File: config.mk
export PLATFORM = sky130hd
export DESIGN_NAME = sysid_check_ctrl
export DESIGN_NICKNAME = d
export VERILOG_FILES = /design/src/rtl/sysid_check_ctrl.sv
export SDC_FILE = /design/constraint.sdc
export NUM_CORES = 1
export LEC_CHECK = 0
export ABC_AREA = 1
export CAP_MARGIN = 20
export CORE_ASPECT_RATIO = 0.8
export CORE_UTILIZATION = 49
export CTS_BUF_LIST = sky130_fd_sc_hd__clkbuf_8 sky130_fd_sc_hd__clkbuf_16
export DETAILED_ROUTE_END_ITERATION = 10
export GPL_TIMING_DRIVEN = 0
export PLACE_DENSITY_LB_ADDON = 0.2
export SLEW_MARGIN = 20
export SYNTH_ARGS = -nofsm -noshare
export SYNTH_HDL_FRONTEND = slang
export SYNTH_SLANG_ARGS = --single-unit
File: constraint.sdc
create_clock -name clock -period 1.8 [get_ports clock]
set_input_delay 0.36 -clock clock [delete_from_list [all_inputs] [get_ports clock]]
set_output_delay 0.36 -clock clock [all_outputs]
set_load 0.05 [all_outputs]
File: src/rtl/sysid_check_ctrl.sv
// -----------------------------------------------------------------------------
// sysid_check_ctrl
//
// Avalon-MM read sequencer for the system-ID slave. After reset (if AUTO_START)
// or on a start request it reads word 0 (system ID) and word 1 (build
// timestamp), then compares them against the build constants. The pass/fail
// result gates the hardware/software match check at boot.
//
// Ports:
//   clock            single rising-edge clock
//   reset_n          synchronous active-low reset
//   start            request a check (honoured only in IDLE or DONE)
//   avm_address      slave word address (0 = ID, 1 = timestamp)
//   avm_read         read strobe, held until the slave drops waitrequest
//   avm_waitrequest  slave stall
//   avm_readdata     slave read data, valid READ_LATENCY cycles after accept
//   busy             a check is in progress
//   done             level, high while the result is being presented
//   pass             check result, valid while done=1
//   err_code         0 ok, 1 ID mismatch, 2 TS mismatch, 3 timeout
//   id_word          captured word 0
//   ts_word          captured word 1
// -----------------------------------------------------------------------------
module sysid_check_ctrl #(
    parameter logic [31:0] EXPECTED_ID  = 32'd0,
    parameter logic [31:0] EXPECTED_TS  = 32'd0,
    parameter bit          CHECK_TS     = 1'b1,
    parameter int unsigned READ_LATENCY = 0,
    parameter int unsigned TIMEOUT      = 255,
    parameter bit          AUTO_START   = 1'b1
) (
    input  logic        clock,
    input  logic        reset_n,
    input  logic        start,
    output logic        avm_address,
    output logic        avm_read,
    input  logic        avm_waitrequest,
    input  logic [31:0] avm_readdata,
    output logic        busy,
    output logic        done,
    output logic        pass,
    output logic [1:0]  err_code,
    output logic [31:0] id_word,
    output logic [31:0] ts_word
);

    typedef enum logic [2:0] {
        S_IDLE,
        S_RD_ID,
        S_WT_ID,
        S_RD_TS,
        S_WT_TS,
        S_CMP,
        S_DONE
    } state_t;

    localparam logic [1:0]  LAT        = READ_LATENCY[1:0];
    localparam int unsigned TMO_LAST_I = TIMEOUT - 1;
    // Last counter value at which a capture is still allowed.
    localparam logic [15:0] TMO_LAST   = TMO_LAST_I[15:0];

    state_t      state, state_nx;
    logic        auto_pend, auto_nx;
    logic [15:0] tmo_cnt, tmo_nx;
    logic [1:0]  lat_cnt, lat_nx;
    logic        busy_nx, done_nx, pass_nx, read_nx, addr_nx;
    logic [1:0]  err_nx;
    logic [31:0] id_nx, ts_nx;

    logic        in_rd, in_wt, on_id, accept, capture;

    always_comb begin
        in_rd  = (state == S_RD_ID) || (state == S_RD_TS);
        in_wt  = (state == S_WT_ID) || (state == S_WT_TS);
        on_id  = (state == S_RD_ID) || (state == S_WT_ID);
        accept = in_rd && avm_read && !avm_waitrequest;
        // With zero latency the data is on the bus in the accept cycle;
        // otherwise it arrives on the last counted wait cycle.
        if (READ_LATENCY == 0)
            capture = accept;
        else
            capture = in_wt && (lat_cnt == LAT);

        state_nx = state;
        auto_nx  = auto_pend;
        tmo_nx   = tmo_cnt;
        lat_nx   = lat_cnt;
        pass_nx  = pass;
        err_nx   = err_code;
        id_nx    = id_word;
        ts_nx    = ts_word;

        case (state)
            S_IDLE: begin
                if (auto_pend || start) begin
                    state_nx = S_RD_ID;
                    auto_nx  = 1'b0;
                    tmo_nx   = '0;
                end
            end
            S_DONE: begin
                if (start) begin
                    state_nx = S_RD_ID;
                    pass_nx  = 1'b0;
                    err_nx   = 2'd0;
                    tmo_nx   = '0;
                end
            end
            S_RD_ID, S_WT_ID, S_RD_TS, S_WT_TS: begin
                if (capture) begin
                    if (on_id) begin
                        id_nx    = avm_readdata;
                        state_nx = S_RD_TS;
                        tmo_nx   = '0;
                    end else begin
                        ts_nx    = avm_readdata;
                        state_nx = S_CMP;
                    end
                end else if (tmo_cnt == TMO_LAST) begin
                    // Slave never answered in time; the word keeps its old value.
                    state_nx = S_DONE;
                    err_nx   = 2'd3;
                    pass_nx  = 1'b0;
                end else begin
                    tmo_nx = tmo_cnt + 16'd1;
                    if (accept) begin
                        state_nx = on_id ? S_WT_ID : S_WT_TS;
                        lat_nx   = 2'd1;
                    end else if (in_wt) begin
                        lat_nx = lat_cnt + 2'd1;
                    end
                end
            end
            S_CMP: begin
                state_nx = S_DONE;
                if (id_word != EXPECTED_ID) begin
                    err_nx  = 2'd1;
                    pass_nx = 1'b0;
                end else if (CHECK_TS && (ts_word != EXPECTED_TS)) begin
                    err_nx  = 2'd2;
                    pass_nx = 1'b0;
                end else begin
                    err_nx  = 2'd0;
                    pass_nx = 1'b1;
                end
            end
            default: state_nx = S_IDLE;
        endcase

        // Status and bus outputs are registered from the next state so they
        // change on the same edge as the state itself.
        busy_nx = !((state_nx == S_IDLE) || (state_nx == S_DONE));
        done_nx = (state_nx == S_DONE);
        read_nx = (state_nx == S_RD_ID) || (state_nx == S_RD_TS);
        addr_nx = (state_nx == S_RD_TS) || (state_nx == S_WT_TS);
    end

    always_ff @(posedge clock) begin
        if (!reset_n) begin
            state       <= S_IDLE;
            auto_pend   <= AUTO_START;
            tmo_cnt     <= '0;
            lat_cnt     <= '0;
            avm_read    <= 1'b0;
            avm_address <= 1'b0;
            busy        <= 1'b0;
            done        <= 1'b0;
            pass        <= 1'b0;
            err_code    <= 2'd0;
            id_word     <= '0;
            ts_word     <= '0;
        end else begin
            state       <= state_nx;
            auto_pend   <= auto_nx;
            tmo_cnt     <= tmo_nx;
            lat_cnt     <= lat_nx;
            avm_read    <= read_nx;
            avm_address <= addr_nx;
            busy        <= busy_nx;
            done        <= done_nx;
            pass        <= pass_nx;
            err_code    <= err_nx;
            id_word     <= id_nx;
            ts_word     <= ts_nx;
        end
    end

endmodule

**After elaboration in Yosys (flattened, before gate mapping)**

Index checks and enable logic that the tools add are counted.

- Add/sub/neg operators: 1
- Multiply operators: 0
- Div/mod/pow operators: 0
- Order comparisons: 0
- Equality and inequality tests: 17
- Shift-type cells: 0
- Muxes and demuxes: 24
- Bitwise logic cells: 1
- Reduce and logical (&&, ||, !) cells: 22

Operators with widths:

| cell | number |
|---|---|
| 16-bit two-way mux | 5 |
| 32-bit nonzero test | 2 |
| 16-bit case mux with 3 select lines | 1 |
| 16-bit by 1-bit adder with 16-bit output, second input constant | 1 |
| 16-bit by 8-bit equality test with 1-bit output, second input constant | 1 |
| 3-bit equality test, second input constant | 5 |
| 3-bit two-way mux | 5 |
| 3-bit case mux with 4 select lines | 1 |
| 2-bit two-way mux | 5 |
| 3-bit by 2-bit equality test with 1-bit output, second input constant | 3 |
| 2-bit != test, second input constant | 4 |
| 3-bit by 1-bit equality test with 1-bit output, second input constant | 2 |
| 3-bit logical NOT | 2 |
| 1-bit logical OR | 6 |
| 3-bit != test, second input constant | 2 |
| 2-bit case mux with 3 select lines | 1 |
| 3-bit AND reduction | 2 |
| 3-bit nonzero test | 2 |
| 1-bit two-way mux | 5 |
| 5-bit AND reduction | 1 |
| 4-bit AND reduction | 1 |
| 4-bit OR reduction | 1 |
| 1-bit case mux with 3 select lines | 1 |
| 1-bit logical AND | 2 |
| other kinds (3) | 4 |

- Flip-flop bits (word level): 91
- Bits in latches: 0
- Memory bits (writable): 0
- Memory bits (read-only): 0
- Input bits: 36
- Output and inout port bits: 71
- Logic and storage cells: 76
- Memories kept: 0

**Logic depth before layout (Yosys ltp)**

- Depth in word-level cells: 9
- Depth in mapped cells: 13
- Mapped depth without buffers: 12

**Worst setup path after synthesis**

Ideal clock, no wire load.

- Path type: register -> register
- Start point: reg avm_read
- End point: reg ts_word[24]
- Setup time: 119 ps
- Arrival: 1641 ps
- Data required time: 1681 ps
- Path slack: 39 ps
- Stages on the path, launching flop included: 8
- Buffers on the path: 2
- Clock period less this slack: 1761 ps
- Cell sequence: dfxtp_1 > nand2_2 > nor3_4 > nand2_1 > buf_2 > clkbuf_1 > o21ai_0 > a21oi_1

- Longest elaborated chain between the ends: 3

Ends and longest elaborated chain:

| element | RTL line | source |
|---|---|---|
| start, declared | 36 | `output logic avm_read,` |
| start signal, assigned | 177 | `avm_read <= read_nx;` |
| 1-bit logical AND (2 in a row) | 76 | `accept = in_rd && avm_read && !avm_waitrequest;` |
| 3-bit AND reduction (no line) | - |  |
| end signal, assigned | 184 | `ts_word <= ts_nx;` |
| end, declared | 44 | `output logic [31:0] ts_word` |

No other way between the ends.
A chain may end at the register's enable or synchronous reset.

**Worst setup path in the final report**

- Start point: reg state[2]
- End point: reg ts_word[25]

- Longest elaborated chain between the ends: 5

Ends and longest elaborated chain:

| element | RTL line | source |
|---|---|---|
| start, declared | 62 | `state_t state, state_nx;` |
| start signal, assigned | 173 | `state <= state_nx;` |
| 3-bit by 1-bit equality test with 1-bit output or 3-bit by 2-bit equality test with 1-bit output (tied branches) | 73, 75, 93 |  |
| 1-bit logical OR | 73 | `in_rd = (state == S_RD_ID) \|\| (state == S_RD_TS);` |
| 1-bit logical AND (2 in a row) | 76 |  |
| 3-bit AND reduction (no line) (*) | - |  |

Every way passes the cells marked *; elsewhere a longest branch is shown, timed or not.

==> results.md <==
- Reg2reg setup slack: 0.10 ns
- Worst hold slack: 0.4672 ns
- Seq pwr share: 0.495
- Final Hold Viols: 0
- Sw frac: 0.2968
- Yosys reg bits: 91
- Finished Cell Area: 5446 µm²
- Overall die width: 103.9 µm
- Clk_lat worst skew: 0.36 ns
- Share of the synthesized area in the top cell type: 0.4477
- Area post-placement: 5265 µm²
- Worst r2r dst: ts_word[25]
- P_leak: 2.466 nW
- Top cells by area, synth: dfxtp_1 (45%), a21oi_1 (10%), inv_1 (8.5%), nand2_1 (8.0%), o21ai_0 (7.6%)
- Required @ worst endpoint: 2.04 ns
- Routed wire length: 11.37 mm
- Hold_buf cts: 0
- Setup crit end: ts_word[25]
- Max Cap Violations: 0
- Die ar.: 8675 µm²
- RSZ-0062 raised after global routing: yes
- Total negative setup slack: 0 ns
- TritonCTS clock tree: done
- Reg2reg start: state[2]
- Met1 Use GR: 0.3748
- First-pass GRT wire length: 19.04 mm
- # nets final: 743
- Syn nets: 621
- Cts bufs inserted: 9
- Layout area overhead: 33.86%
- Top Ports: 107
- # fillers: 712
- Max Root-Sink Buffers: 2
- Reg2Reg Depth: 7
- Layout cell share with drive strength beyond 1: 0.07465
- Worst VDD drop: 0.0004176 V
- H-tree levels: 3
- Most common cell after layout, fill and taps aside: inv_1
- Met2 Use GR: 0.4230
- Core Area: 7983 µm²
- Crit path launch: state[2]
- Gate power share: 0.175
- Gpl congestion: 0.8846
- Synth warn: 0
- Internal power: 3.007 mW
- Most Crowded Layer GR: met2
- Worst-Margin Slew: 0.5993 ns
- GRT overflow: 0
- Hpwl dp: 8.545 mm
- Pre-antenna DRT Iters: 5
- Initial Util: 0.5097
- Post-Syn Area: 4069 µm²
- Vias per inst: 5.260
- CTS clk-pin slew, worst paths: 0.09 ns
- Routed vias: 4303
- Vias in the first global route: 4007
- Pwr Total: 4.276 mW
- Headroom to the max-slew limit: 0.6005
- Antenna Nets Post-Route: 0
- Max Slew Vio Count: 0
- Fmax achieved: 588.9 MHz
- Net Switching: 1.269 mW
- Root buffer cell: clkbuf_8
- Largest area contributor in the netlist: dfxtp_1
- Avg Inst Size Synth: 6.979 µm²
- Fin util: 0.6823
- Final number of setup-violating endpoints: 0
- Drc violations: 0
- Die height: 83.51 µm
- GRT met3 Usage: 0.05855
- Pwr Density: 785.1 nW/µm²
- Startpoint Class: flip-flop
- Critical Path End Type: flip-flop
- Final worst path period need: 1.698 ns
- 1st-iter DRT viols: 221
- Mapped Cells: 583
- Port Buf Inserts: 106
- Critical Path AT: 1.94 ns
- Crit share post-route: 0.9434
- CP Class: reg2reg
- Gr usage total: 0.2720
- Sequential area share after synthesis: 0.4477
- Antenna Cells: 0
- Clock sinks: 91
- Commonest cells after routing, fill and taps aside: inv_1 (93), dfxtp_1 (90), nand2_1 (87), a21oi_1 (83), dlygate4sd2_1 (71)
- Initial antenna violation count: 0
- Clk pwr share: 0.330
- Worst Path Max Fanout: 10
- Yosys cell types: 26
- Status: finished clean
- WL per Instance: 13.90 µm
- Hold WC Path Type: reg2reg
- Pin count of the biggest net entering global routing: 16
- # rows: 29
- Layout Skew: 0.01140 ns
## critical path: stages, from the launching register on
cell      delay [ns]
dfxtp_1         0.30
clkbuf_4        0.17
nor3_4          0.25
nand2_1         0.11
buf_2           0.19
clkbuf_1        0.23
o21ai_0         0.24
a21oi_1         0.07
## power by group through the flow
stage	logic [mW]	clock network [mW]	registers, mW
CTS	0.732	1.44	2.12
global placement	0.746	0	2.16
floorplan	0.295	0	2.34
detailed placement	0.759	0	2.16
finish	0.749	1.41	2.12
global route	0.813	1.51	2.13
## what timing repair did
action                                  4_1_cts  5_1_grt
resized for setup                            71       21
cloned                                        0        0
buffers inserted                              2        3
endpoints found under the setup margin       95       53
pin swaps                                     1        1
## sequential cells by signal (all words and copies together) (netlist names), 2 cells and up
register	cells
id_word	32
ts_word	32
tmo_cnt	16
state	3
err_code	2
## kinds of logic after synthesis
family | after synthesis | share of synthesized area
AND/OR/NAND/NOR | 210 | 0.2297
flip-flops | 91 | 0.4477
buffers and inverters | 124 | 0.1190
adder cells (fa/ha/maj) | 2 | 0.006149
XOR/XNOR | 4 | 0.008612
AO/OA/AOI/OAI | 152 | 0.1888
## per-layer routing
| metal | wire, µm | up-vias |
|---|---|---|
| li1 | - | 2128 |
| met1 | 5258 | 1995 |
| met2 | 5146 | 160 |
| met3 | 789 | 20 |
| met4 | 174 | 0 |
| met5 | 0 | - |
## stage by stage
| stage | setup slack, ns | instances |
|---|---|---|
| after floorplan | 0.03914 | 583 |
| after global placement | -0.3922 | 797 |
| after detailed placement | -0.3979 | 797 |
| after CTS | 0.04074 | 815 |
| after global routing | -0.001339 | 818 |
| final | 0.1019 | 818 |
## cell type report
cell class,instances,area (µm²),area share
plain buffers,27,131.4,0.02412
clock buffers,10,137.6,0.02527
clock inverters,6,65.06,0.01195
inverters,97,364.1,0.06685
multi-input cells,368,1780,0.3269
flip-flops and latches,91,1823,0.3347
well taps,108,135.1,0.02481
repair buffers,111,1010,0.1854
## worst min-delay path by stage
stage	end	slack, ns	startpoint	cells past startpoint
final	auto_pend	0.47	auto_pend	2
after global routing	auto_pend	0.49	auto_pend	2
after CTS	auto_pend	0.47	auto_pend	2
after detailed placement	auto_pend	0.45	auto_pend	2
after global placement	auto_pend	0.43	auto_pend	2
after floorplan	auto_pend	0.42	auto_pend	2
## synthesized netlist by cell type (all sizes together)
library cell  number
inv               97
dfxtp             91
nand2             91
a21oi             83
o21ai             66
nor2              57
nand4             28
nand3             21
clkbuf            19
nor3              10
buf                8
xor2               3
ha                 2
o21bai             2
or2                2
nand3b             1
o21a               1
xnor2              1
Note: power is estimated with default switching activity, not from simulation.
